### src/rtl/lsu_pkg.sv
// Shared definitions for the load/store unit: operation encodings, FSM states,
// sub-word lane helpers and the default memory map.
package lsu_pkg;

  // Request operation encodings
  localparam logic [2:0] OpLb  = 3'd0;
  localparam logic [2:0] OpLbu = 3'd1;
  localparam logic [2:0] OpLh  = 3'd2;
  localparam logic [2:0] OpLhu = 3'd3;
  localparam logic [2:0] OpLw  = 3'd4;
  localparam logic [2:0] OpSb  = 3'd5;
  localparam logic [2:0] OpSh  = 3'd6;
  localparam logic [2:0] OpSw  = 3'd7;

  typedef enum logic [1:0] {
    StIdle,
    StRead,
    StWrite,
    StResp
  } lsu_state_e;

  // Default memory map
  localparam logic [31:0] DefaultBaseAddr = 32'h1001_0000;
  localparam int unsigned DefaultMemWords = 4096;

  // Lane widths
  localparam int unsigned ByteBits = 8;
  localparam int unsigned HalfBits = 16;

  // Bit position of little-endian byte lane 'off' within a word
  function automatic logic [4:0] lane_shift(input logic [1:0] off);
    return {off, 3'b000};
  endfunction

  function automatic logic is_load(input logic [2:0] op);
    return op <= OpLw;
  endfunction

  function automatic logic misaligned(input logic [2:0] op, input logic [1:0] lo);
    if (op == OpLh || op == OpLhu || op == OpSh) return lo[0];
    if (op == OpLw || op == OpSw) return lo != 2'b00;
    return 1'b0;
  endfunction

endpackage

### src/rtl/lsu_lane_align.sv
// Combinational sub-word lane handling for the load/store unit.
//   op, offset   : operation code and byte offset within the word
//   word         : memory word (read data, or old word for a merge)
//   wdata        : right-justified store data
//   load_data    : lane-extracted, sign/zero-extended load result
//   store_word   : word to write back (merged for SB/SH, wdata for SW)
module lsu_lane_align
  import lsu_pkg::*;
(
  input  logic [2:0]  op,
  input  logic [1:0]  offset,
  input  logic [31:0] word,
  input  logic [31:0] wdata,
  output logic [31:0] load_data,
  output logic [31:0] store_word
);

  logic [ByteBits-1:0] lane_byte;
  logic [HalfBits-1:0] lane_half;

  always_comb begin
    lane_byte = word[lane_shift(offset) +: ByteBits];
    // Halfword accesses are 2-aligned, so offset[1] picks the half
    lane_half = offset[1] ? word[31:16] : word[15:0];

    load_data = word;
    case (op)
      OpLb:    load_data = {{(32 - ByteBits){lane_byte[ByteBits-1]}}, lane_byte};
      OpLbu:   load_data = {{(32 - ByteBits){1'b0}}, lane_byte};
      OpLh:    load_data = {{(32 - HalfBits){lane_half[HalfBits-1]}}, lane_half};
      OpLhu:   load_data = {{(32 - HalfBits){1'b0}}, lane_half};
      default: load_data = word;
    endcase

    store_word = wdata;
    case (op)
      OpSb: begin
        store_word = word;
        store_word[lane_shift(offset) +: ByteBits] = wdata[ByteBits-1:0];
      end
      OpSh: begin
        store_word = offset[1] ? {wdata[15:0], word[15:0]} : {word[31:16], wdata[15:0]};
      end
      default: store_word = wdata;
    endcase
  end

endmodule

### src/rtl/load_store_unit.sv
// Load/store unit: initiator side of the data-memory interface.
// Accepts one request at a time (req_*), runs word-wide memory cycles
// (mem_*), and returns a response (resp_*). Sub-word stores use a
// read-then-write cycle pair; misaligned or out-of-range requests are
// answered with resp_err and never touch memory.
//   clk, rst_n        : clock, asynchronous active-low reset
//   req_valid/ready   : request handshake; req_op/addr/wdata captured on accept
//   resp_valid/ready  : response handshake; resp_rdata, resp_err
//   mem_read/write    : one-cycle strobes decoded from state
//   mem_address       : word-aligned address, held between strobes
//   mem_write_data    : write word, held between strobes
//   mem_read_data     : combinational read data from memory
module load_store_unit
  import lsu_pkg::*;
#(
  parameter logic [31:0] BASE_ADDR = DefaultBaseAddr,
  parameter int unsigned MEM_WORDS = DefaultMemWords
) (
  input  logic        clk,
  input  logic        rst_n,
  input  logic        req_valid,
  output logic        req_ready,
  input  logic [2:0]  req_op,
  input  logic [31:0] req_addr,
  input  logic [31:0] req_wdata,
  output logic        resp_valid,
  input  logic        resp_ready,
  output logic [31:0] resp_rdata,
  output logic        resp_err,
  output logic        mem_read,
  output logic        mem_write,
  output logic [31:0] mem_address,
  output logic [31:0] mem_write_data,
  input  logic [31:0] mem_read_data
);

  // One past the last valid byte address; 33 bits so the top of the map cannot wrap
  localparam logic [32:0] AddrEnd = {1'b0, BASE_ADDR} + (33'(MEM_WORDS) << 2);

  lsu_state_e  state_q, state_d;
  logic [2:0]  op_q, op_d;
  logic [1:0]  off_q, off_d;
  logic [31:0] wdata_q, wdata_d;
  logic [31:0] rdata_q, rdata_d;
  logic        err_q, err_d;
  logic [31:0] maddr_q, maddr_d;
  logic [31:0] mwdata_q, mwdata_d;

  logic        accept;
  logic        out_of_range;
  logic        req_err;
  logic [31:0] load_data;
  logic [31:0] store_word;

  lsu_lane_align u_lane_align (
    .op         (op_q),
    .offset     (off_q),
    .word       (mem_read_data),
    .wdata      (wdata_q),
    .load_data  (load_data),
    .store_word (store_word)
  );

  assign req_ready    = rst_n && (state_q == StIdle);
  assign accept       = req_valid && req_ready;
  assign out_of_range = (req_addr < BASE_ADDR) || ({1'b0, req_addr} >= AddrEnd);
  assign req_err      = misaligned(req_op, req_addr[1:0]) || out_of_range;

  // Strobes come from state alone so an asynchronous reset drops them at once
  assign mem_read       = (state_q == StRead);
  assign mem_write      = (state_q == StWrite);
  assign mem_address    = maddr_q;
  assign mem_write_data = mwdata_q;
  assign resp_valid     = (state_q == StResp);
  assign resp_rdata     = rdata_q;
  assign resp_err       = err_q;

  always_comb begin
    state_d  = state_q;
    op_d     = op_q;
    off_d    = off_q;
    wdata_d  = wdata_q;
    rdata_d  = rdata_q;
    err_d    = err_q;
    maddr_d  = maddr_q;
    mwdata_d = mwdata_q;

    unique case (state_q)
      StIdle: begin
        if (accept) begin
          op_d    = req_op;
          off_d   = req_addr[1:0];
          wdata_d = req_wdata;
          rdata_d = '0;
          err_d   = req_err;
          if (req_err) begin
            state_d = StResp;
          end else begin
            maddr_d = {req_addr[31:2], 2'b00};
            if (req_op == OpSw) begin
              mwdata_d = req_wdata;
              state_d  = StWrite;
            end else begin
              state_d = StRead;
            end
          end
        end
      end
      StRead: begin
        if (is_load(op_q)) begin
          rdata_d = load_data;
          state_d = StResp;
        end else begin
          mwdata_d = store_word;
          state_d  = StWrite;
        end
      end
      StWrite: state_d = StResp;
      StResp: begin
        if (resp_ready) state_d = StIdle;
      end
      default: state_d = StIdle;
    endcase
  end

  always_ff @(posedge clk or negedge rst_n) begin
    if (!rst_n) begin
      state_q  <= StIdle;
      op_q     <= '0;
      off_q    <= '0;
      wdata_q  <= '0;
      rdata_q  <= '0;
      err_q    <= 1'b0;
      maddr_q  <= '0;
      mwdata_q <= '0;
    end else begin
      state_q  <= state_d;
      op_q     <= op_d;
      off_q    <= off_d;
      wdata_q  <= wdata_d;
      rdata_q  <= rdata_d;
      err_q    <= err_d;
      maddr_q  <= maddr_d;
      mwdata_q <= mwdata_d;
    end
  end

endmodule
### config.mk
export PLATFORM = sky130hd
export DESIGN_NAME = load_store_unit
export DESIGN_NICKNAME = d
export VERILOG_FILES = /design/src/rtl/lsu_pkg.sv /design/src/rtl/lsu_lane_align.sv /design/src/rtl/load_store_unit.sv
export SDC_FILE = /design/constraint.sdc
export NUM_CORES = 1
export LEC_CHECK = 0
export CAP_MARGIN = 20
export CORE_MARGIN = 1
export CORE_UTILIZATION = 40
export CTS_CLUSTER_DIAMETER = 150
export DETAILED_ROUTE_END_ITERATION = 12
export GPL_ROUTABILITY_DRIVEN = 0
export HOLD_SLACK_MARGIN = 0.03
export PLACE_DENSITY_LB_ADDON = 0.1
export SLEW_MARGIN = 20
export SYNTH_ARGS = -nofsm -noshare
export SYNTH_HDL_FRONTEND = slang
export SYNTH_SLANG_ARGS = --single-unit
### constraint.sdc
create_clock -name clk -period 6.5 [get_ports clk]
set_clock_uncertainty 0.2 [all_clocks]
set_input_delay 1.3 -clock clk [delete_from_list [all_inputs] [get_ports clk]]
set_output_delay 1.3 -clock clk [all_outputs]
set_load 0.05 [all_outputs]
=== After elaboration in Yosys (flattened, before gate mapping) ===
Index checks and enable logic that the tools add are counted.

* $add $sub $neg: 1
* Magnitude comparators: 3
* Equal/unequal tests: 19
* Shift operators: 3
* Multiplexer cells: 26
* Bitwise gates (word level): 1
* Reduce and logical (&&, ||, !) cells: 16

{| class="wikitable"
|+ Operator list
! cell !! count
|-
| 2-to-1 mux 32 bit || 7
|-
| one-hot mux 32 bit (2 select lines) || 3
|-
| one-hot mux 32 bit (4 select lines) || 1
|-
| bitwise mux 32 bit || 1
|-
| greater-or-equal comparator 32 x 29 -> 1 bit, second input constant || 1
|-
| less-than comparator 32 x 29 -> 1 bit, second input constant || 1
|-
| variable shift 8 x 7 -> 32 bit, first input constant || 1
|-
| indexed part select 32 x 6 -> 8 bit || 1
|-
| indexed part select 8 x 7 -> 32 bit || 1
|-
| 2-to-1 mux 16 bit || 1
|-
| == test 3 bit, second input constant || 5
|-
| == test 3 x 2 -> 1 bit, second input constant || 4
|-
| 2-to-1 mux 1 bit || 8
|-
| 2-to-1 mux 2 bit || 4
|-
| one-hot mux 2 bit (4 select lines) || 1
|-
| negation 5 -> 7 bit || 1
|-
| inequality test 2 x 1 -> 1 bit, second input constant || 3
|-
| inequality test 2 bit, second input constant || 3
|-
| AND reduction 3 bit || 2
|-
| logical OR 1 bit || 5
|-
| AND reduction 5 bit || 1
|-
| == test 2 bit, second input constant || 2
|-
| AND reduction 2 bit || 2
|-
| nonzero test 2 bit || 2
|-
| other kinds (7) || 8
|}

* Bits in registers: 134
* Bits of input ports: 103
* Output and inout bits: 101

=== Depth between registers and ports, before layout ===
* Word-level depth: 11
* Gate-level depth with buffers: 9
* Gate-level depth less buffers: 7

=== By module ===
A second synthesis with hierarchy kept.

* Cells, all modules: 620
* Area, all modules: 6,821.5 µm²

{| class="wikitable"
|+ By module, submodules not included
! module !! times used !! cells each !! area each (µm²)
|-
| load_store_unit || 1 || 406 || 5,386.4
|-
| lsu_lane_align || 1 || 214 || 1,435.1
|}

=== Worst setup path before layout ===
OpenSTA, ideal clock, no wires.

* Path type: input-to-reg
* Start point: input port rst_n
* End point: register mwdata_q[21] (netlist: mem_write_data[21])
* Library setup time: 0.125 ns
* Data arrival time: 2.922 ns
* Path slack: 3.253 ns
* Stages: 6
* Cells stage by stage: and2_1 nand2_1 nor3_1 a22o_4 buf_6 mux2_2

* Cells in the longest elaborated chain, start to end: 4

{| class="wikitable"
|+ Ends and longest elaborated chain
! item !! RTL line !! text
|-
| start: declaration || load_store_unit.sv:20 || <nowiki>input logic rst_n,</nowiki>
|-
| logical AND 1 bit || load_store_unit.sv:64 || <nowiki>assign req_ready = rst_n && (state_q == StIdle);</nowiki>
|-
| logical AND 1 bit || load_store_unit.sv:65 || <nowiki>assign accept = req_valid && req_ready;</nowiki>
|-
| inequality test 2 bit (no line) || -- ||
|-
| AND reduction 5 bit (no line) || -- ||
|-
| end signal: assignment || load_store_unit.sv:144 || <nowiki>mwdata_q <= mwdata_d;</nowiki>
|-
| end: declaration || load_store_unit.sv:47 || <nowiki>logic [31:0] mwdata_q, mwdata_d;</nowiki>
|}

No other way between the ends.
A chain may end at the register's enable or synchronous reset.

=== Worst setup path in the final report ===
* Start point: input port rst_n
* End point: output port req_ready

* Cells in the longest elaborated chain, start to end: 1

{| class="wikitable"
|+ Ends and longest elaborated chain
! item !! RTL line !! text
|-
| logical AND 1 bit || load_store_unit.sv:64 ||
|-
| end: declaration || load_store_unit.sv:22 || <nowiki>output logic req_ready,</nowiki>
|}

No other way between the ends.

==> results.py <==
metrics = {
    "logic_synthesis": {
        "yosysSeqAreaShare_pct": 50.0,
        "synthFlopType": "dfrtp_1",
        "synth_area_sq_um": 6710,
        "syn_avg_cell_area_sq_um": 9.65,
        "async_flop_share_pct": 100,
        "synth_top_area_cell": "dfrtp_1",
        "synth-edff-count": 0,
        "synth_cell_types": 53,
        "synth_top_area_share_pct": 50.0,
        "synthTopCellsByArea": "dfrtp_1 (50%), nand2_1 (9.2%), mux2_2 (7.0%)",
        "ys_warn_count": 0,
        "synthCells": 695,
        "ys_ff_latch": 134,
    },
    "drt": {
        "drt-pass1-iter-count": 5,
        "totalWireLength_um": 20700,
        "drtIter0Drc": 443,
        "viasPerCell": 5.31,
        "avgRoutedWirePerCell_um": 18.6,
        "vias": 5893,
        "ant_nets": 0,
        "drc_errors": 0,
    },
    "sta": {
        "fmax_ghz": 0.230,
        "maxSlewHeadroom_pct": 26.4,
        "fin_setup_tns_ns": 0,
        "setup_viol": 0,
        "rsz0062_at_grt": "no",
        "slew_violations": 0,
        "finalCriticalPeriod_ns": 4.34,
        "fin_crit_sh_pct": 66.8,
        "max_slew.worst_pin.slew_ns": 1.10,
        "finalHoldViolCount": 0,
    },
    "cts": {
        "path_clk_slew_ns": 0.06,
        "cts_resized": 0,
        "cts_tree": "yes",
        "cts_root_buffer": "clkbuf_16",
        "ctsHoldBuffers": 0,
        "clock-sinks": 134,
        "post-cts-setup-buffers": 0,
        "clk_latency_ns": 0.43,
        "clockBufferDepth": 2,
        "cts_buffers": 17,
        "htreeDepth": 4,
    },
    "global_routing": {
        "grt_pass1_vias": 5827,
        "grt_max_degree": 71,
        "grt-ovfl-total": 0,
        "grt_pass1_wl_um": 32800,
        "antenna_found_initial": 0,
        "grt.total_usage_pct": 24.8,
    },
    "worst_setup_path": {
        "critPathLaunchType": "primary input",
        "path_class": "in -> out",
        "critPathArrivalTime_ns": 2.84,
        "worstPathRequired_ns": 5.00,
        "critPathMaxFanout": 69,
        "end_kind": "output pin",
    },
    "pwr": {
        "peakVddDrop_mv": 0.286,
        "power.density_nw_per_um2": 514,
        "p_leak_nw": 4.11,
    },
    "finish": {
        "area_growth_pct": 40.5,
        "fill_cells": 1386,
        "ff_latch_area_sq_um": 3350,
        "antenna_cells": 0,
        "multi_input_area_sq_um": 3110,
        "finalNetCount": 992,
        "drive_above_1_share_pct": 10.9,
        "instances_no_fill": 1109,
    },
    "placement": {
        "dp_hpwl_um": 15100,
        "io_buffers": 201,
        "post-place-cells": 1077,
    },
    "run_status": {
        "outcome": "complete, no violations",
    },
    "floorplanning": {
        "dieArea_sq_um": 17300,
        "start_util_pct": 41.6,
        "io-pin-count": 204,
        "core_sq_um": 16100,
        "die_x_um": 132,
        "die_h_um": 132,
        "num_rows": 46,
    },
    "hold_path": {
        "hp-class": "reg -> reg",
    },
    "job": {
        "drv_cap": 0,
    },
}
[critical path, cell delays in order]
cell and delay, ns:
buf_6 0.48, and2_1 0.24, clkdlybuf4s50_1 0.81
[metrics by stage]
step                util, %  instance area, sq um  power (mW)  setup WS [ns]  hold slack (ns)
CTS                    58.5                  9430        4.87           2.11            0.276
global placement       54.8                  8840        3.85           2.14            0.257
global route           58.5                  9430        5.13           2.02            0.292
floorplan                 -                  6710        3.10           3.25            0.246
finish                 58.5                  9430        4.85           2.16            0.276
detailed placement     54.8                  8840        3.91           2.12            0.261
[state kept, by name (all words and copies together), names as in the netlist]
| register | flops |
|---|---|
| op_q | 3 |
| off_q | 2 |
| wdata_q | 32 |
| resp_err | 1 |
| resp_rdata | 32 |
| mem_write_data | 32 |
| mem_address | 30 |
| state_q | 2 |
[worst paths after layout]
path | from | end | slack (ns) | cells past startpoint
setup / recovery | rst_n | req_ready | 2.16 | 3
hold / removal | mem_address[16] | mem_address[16] | 0.28 | 1
setup reg to reg | off_q[1] | mem_write_data[28] | 3.05 | 7
hold reg to reg | mem_address[16] | mem_address[16] | 0.28 | 1
max in group asynchronous | rst_n | wdata_q[8] | 4.12 | 2
min in group asynchronous | rst_n | resp_rdata[15] | 0.68 | 1
[where the power goes]
group          switching, mW  leakage (nW)  internal, mW
registers              0.254          1.70          1.15
clock network          0.378         0.271         0.576
logic                   1.57          2.14         0.929
total                   2.20          4.11          2.65
[cells by family after synthesis]
logic type	synth area share, %
flops	50.0
fa+ha+maj	1.68
mux	10.4
compound gates	13.3
other cells	0.0559
simple gates	20.3
buf+inv	3.88
xor+xnor	0.373
[cell usage after synthesis, types with 2 or more instances]
cell type / n
nand2_1: 164
o21ai_0: 28
nor4_1: 2
a211oi_1: 8
buf_6: 5
mux2_1: 11
ha_1: 9
dfrtp_1: 134
mux2i_1: 9
clkbuf_1: 23
a31oi_1: 11
and2_1: 3
mux2_2: 42
nand4bb_1: 2
o31ai_1: 7
nor2_1: 60
nor4b_1: 2
nor3_1: 3
o211ai_1: 2
nand3_1: 3
a21oi_1: 26
nand2b_1: 4
or2_2: 2
buf_4: 3
o21ai_1: 5
a221oi_1: 22
inv_1: 8
nor2b_1: 43
and3_1: 2
buf_2: 12
a22oi_1: 18
[layout by cell type (no fill, tap or decap), drive strengths merged, types with 4 or more instances in the layout]
master	instances
buf	9
a221oi	22
and2	4
mux2	53
inv	11
nor2b	43
clkbuf	18
nor2	61
o21ai	33
a211oi	8
nand2b	4
dfrtp	134
a22oi	18
a31oi	11
a21oi	26
ha	9
mux2i	10
nand2	164
o31ai	8
clkinvlp	6
clkdlybuf4s50	200
[layer usage]
layer,vias to the layer above,part of all wire [%],global-route usage (%)
li1,2763,-,-
met1,2835,44,34.1
met2,259,46,38.1
met3,36,7.4,5.79
met4,0,2.5,8.98
met5,-,0,0
[cell type report]
type	count	area share, %
Inverter	8	0.319
Clock buffer	18	4.66
Clock inverter	14	1.59
Tap cell	216	2.87
Sequential cell	134	35.6
Timing Repair Buffer	209	22.0
Multi-Input combinational cell	510	33.0
No activity file was read; power rests on OpenSTA's default activity.
==> RTL change (same flow settings) <==
`maddr_q` no longer has a reset.
--- a/src/rtl/load_store_unit.sv
+++ b/src/rtl/load_store_unit.sv
@@ -131,7 +131,6 @@
       wdata_q  <= '0;
       rdata_q  <= '0;
       err_q    <= 1'b0;
-      maddr_q  <= '0;
       mwdata_q <= '0;
     end else begin
       state_q  <= state_d;
@@ -140,9 +139,12 @@
       wdata_q  <= wdata_d;
       rdata_q  <= rdata_d;
       err_q    <= err_d;
-      maddr_q  <= maddr_d;
       mwdata_q <= mwdata_d;
     end
   end
 
+  always_ff @(posedge clk) begin
+    maddr_q <= maddr_d;
+  end
+
 endmodule
Behaviour: differs if rst_n is asserted again (counterexample within 4 cycles, from zero or initial values and one cycle with rst_n low); with rst_n held inactive, the same outputs for 4 cycles.
==> RTL change against the unedited design <==
  * Sequential cell count unchanged
  * Area after synthesis decreased by 1.9%
  * Non-clock buffer count unchanged
  * Sequential share of layout area increased by 1.9 points
  * Total power decreased by 0.62%
  * Maximum frequency increased by 0.49%
  * Setup slack improved by 0.021 ns
  * Routed wire length decreased by 2.2%
  * Final area decreased by 0.78%
  * Clock power increased by 8%
  * Critical path type unchanged
  * Critical endpoint unchanged
  * Largest cell class unchanged
==> RTL change: results (changes against the unedited design) <==
- EDFF count, synth: 30 (was 0)
- Most instantiated cells after synthesis: 150 x nand2_1, 104 x dfrtp_1, 46 x nor2_1 (was 164 x nand2_1, 134 x dfrtp_1, 60 x nor2_1)
- Min-Delay Path Class: register to register (unchanged)
- # nets final: 943 (was 992)
- Cell variety after synth: 54 (was 53)
- Sequential share of cell area: 37.5% (was 35.6%)
- Main synth FF type: dfrtp_1 (unchanged)
- Initial antenna violation count: 0 (unchanged)
- Post-Route WL: 20200 um (was 20700 um)
- Met3 WL: 1980 um (was 1530 um)
- GR Util met2: 38.6% (was 38.1%)
- Placed instance area: 8720 um2 (was 8840 um2)
- TritonCTS Buffers: 17 (unchanged)
- Slew @ Worst Pin: 1.01 ns (was 1.10 ns)
- Ranking of synthesized cells by area: dfrtp_1 40%, edfxtp_1 14%, nand2_1 8.6% (was dfrtp_1 50%, nand2_1 9.2%, mux2_2 7.0%)
- Share of layout cells above drive strength 1: 11.0% (was 10.9%)
- HP Start: resp_rdata[31]$_DFFE_PN0P_ (was mem_address[16]$_DFFE_PN0P_)
- Adder-Cell Fraction of Synth Area: 1.71% (was 1.68%)
- Nonclk inv count: 24 (was 8)
- Final clock-cell share: 6.74% (was 6.25%)
- Post-synthesis compound-gate area fraction: 16.2% (was 13.3%)
- Chip width: 130 um (was 132 um)
- Top Family by Delay on Critical Path: buffers and inverters (unchanged)
- Mux cell area share after synthesis: 8.53% (was 10.4%)
- DR pass1 iterations: 5 (unchanged)
- Seq_cells: 134 (unchanged)
- Metal-1 WL: 8470 um (was 9130 um)
- Largest net degree at the start of global routing: 59 (was 71)
- Total track usage: 24.9% (was 24.8%)
- Critical Path AT: 2.82 ns (was 2.84 ns)
- Vias per std cell: 5.42 (was 5.31)
- Synth Area in XOR/XNOR: 0.133% (was 0.373%)
- Post-route ant nets: 0 (unchanged)
- P_leak: 3.96 nW (was 4.11 nW)
- 1st-iter DRT viols: 417 (was 443)
- GR Layer Usage met3: 7.42% (was 5.79%)
- Non-clock buffers: 209 (unchanged)
- Post-CTS setup buffer count: 0 (unchanged)
- Synth top area share: 39.5% (was 50.0%)
- Status: complete, no violations (unchanged)
- Fillers: 1384 (was 1386)
- HPWL after detailed placement: 14700 um (was 15100 um)
- YS warnings: 0 (unchanged)
- CTS root buf: clkbuf_16 (unchanged)
- Reg-to-reg critical path startpoint: op_q[1]$_DFFE_PN0P_ (was off_q[1]$_DFFE_PN0P_)
- Met2 routed WL: 9330 um (was 9480 um)
- # clk buffers: 18 (unchanged)
- CP Max Fanout: 50 (was 69)
- Multi-input gate count: 445 (was 510)
- Sequential area share after synthesis: 53.2% (was 50.0%)
- Met1 Track Usage GR: 32.4% (was 34.1%)
- Final non-clock buffer share: 22.1% (was 22.0%)
- Htree depth: 4 (unchanged)
- # port buffers: 201 (unchanged)
- CTS Buffer Depth: 2 (unchanged)
- VDD IR-drop max: 0.341 mV (was 0.286 mV)
- Vias in the first global route: 5691 (was 5827)
- Fraction of area in multi-input gates: 29.8% (was 33.0%)
- Ys async rst share: 77.6% (was 100%)
- First-pass GRT wire length: 31300 um (was 32800 um)
RTL change: changes by cell type after synthesis, moves of 11 or more:
cell | unedited run | this run
nand2_1 | 164 | 150
o21ai_2 | 0 | 11
inv_1 | 8 | 24
a22oi_1 | 18 | 1
nor2b_1 | 43 | 5
nor2_1 | 60 | 46
edfxtp_1 | 0 | 30
mux2_2 | 42 | 30
o21ai_0 | 28 | 41
dfrtp_1 | 134 | 104
RTL change: per-stage QoR:
step,setup slack (ns),instances,hold WS (ns),util (%),power [mW]
2_1_floorplan,1.06,644,0.246,-,3.03
3_3_place_gp,2.15,1027,0.259,54.5,3.73
3_5_place_dp,2.13,1027,0.269,54.5,3.79
4_1_cts,2.13,1059,0.284,58.4,4.83
5_1_grt,2.02,1060,0.306,58.4,5.09
6_report,2.18,1060,0.280,58.4,4.82
RTL change: worst paths after layout:
| path | end | slack (ns) | cells after the start |
|---|---|---|---|
| worst max-delay path | req_ready | 2.18 | 3 |
| worst min-delay path | resp_rdata[31]$_DFFE_PN0P_ | 0.28 | 2 |
| worst max register to register | resp_rdata[18]$_DFFE_PN0P_ | 3.27 | 5 |
| worst min register to register | resp_rdata[31]$_DFFE_PN0P_ | 0.28 | 2 |
| max in group asynchronous | wdata_q[14]$_DFFE_PN0P_ | 4.20 | 2 |
| min in group asynchronous | resp_rdata[18]$_DFFE_PN0P_ | 0.69 | 1 |
RTL change: power by group:
group	internal [mW]	switching (mW)	leakage, nW
logic	0.860	1.51	2.11
registers	1.17	0.257	1.54
clock network	0.646	0.383	0.303
RTL change: worst min-delay path: stages (launching register included):
cell	delay [ns]
dfrtp_1	0.34
nand2_1	0.05
o21ai_0	0.06
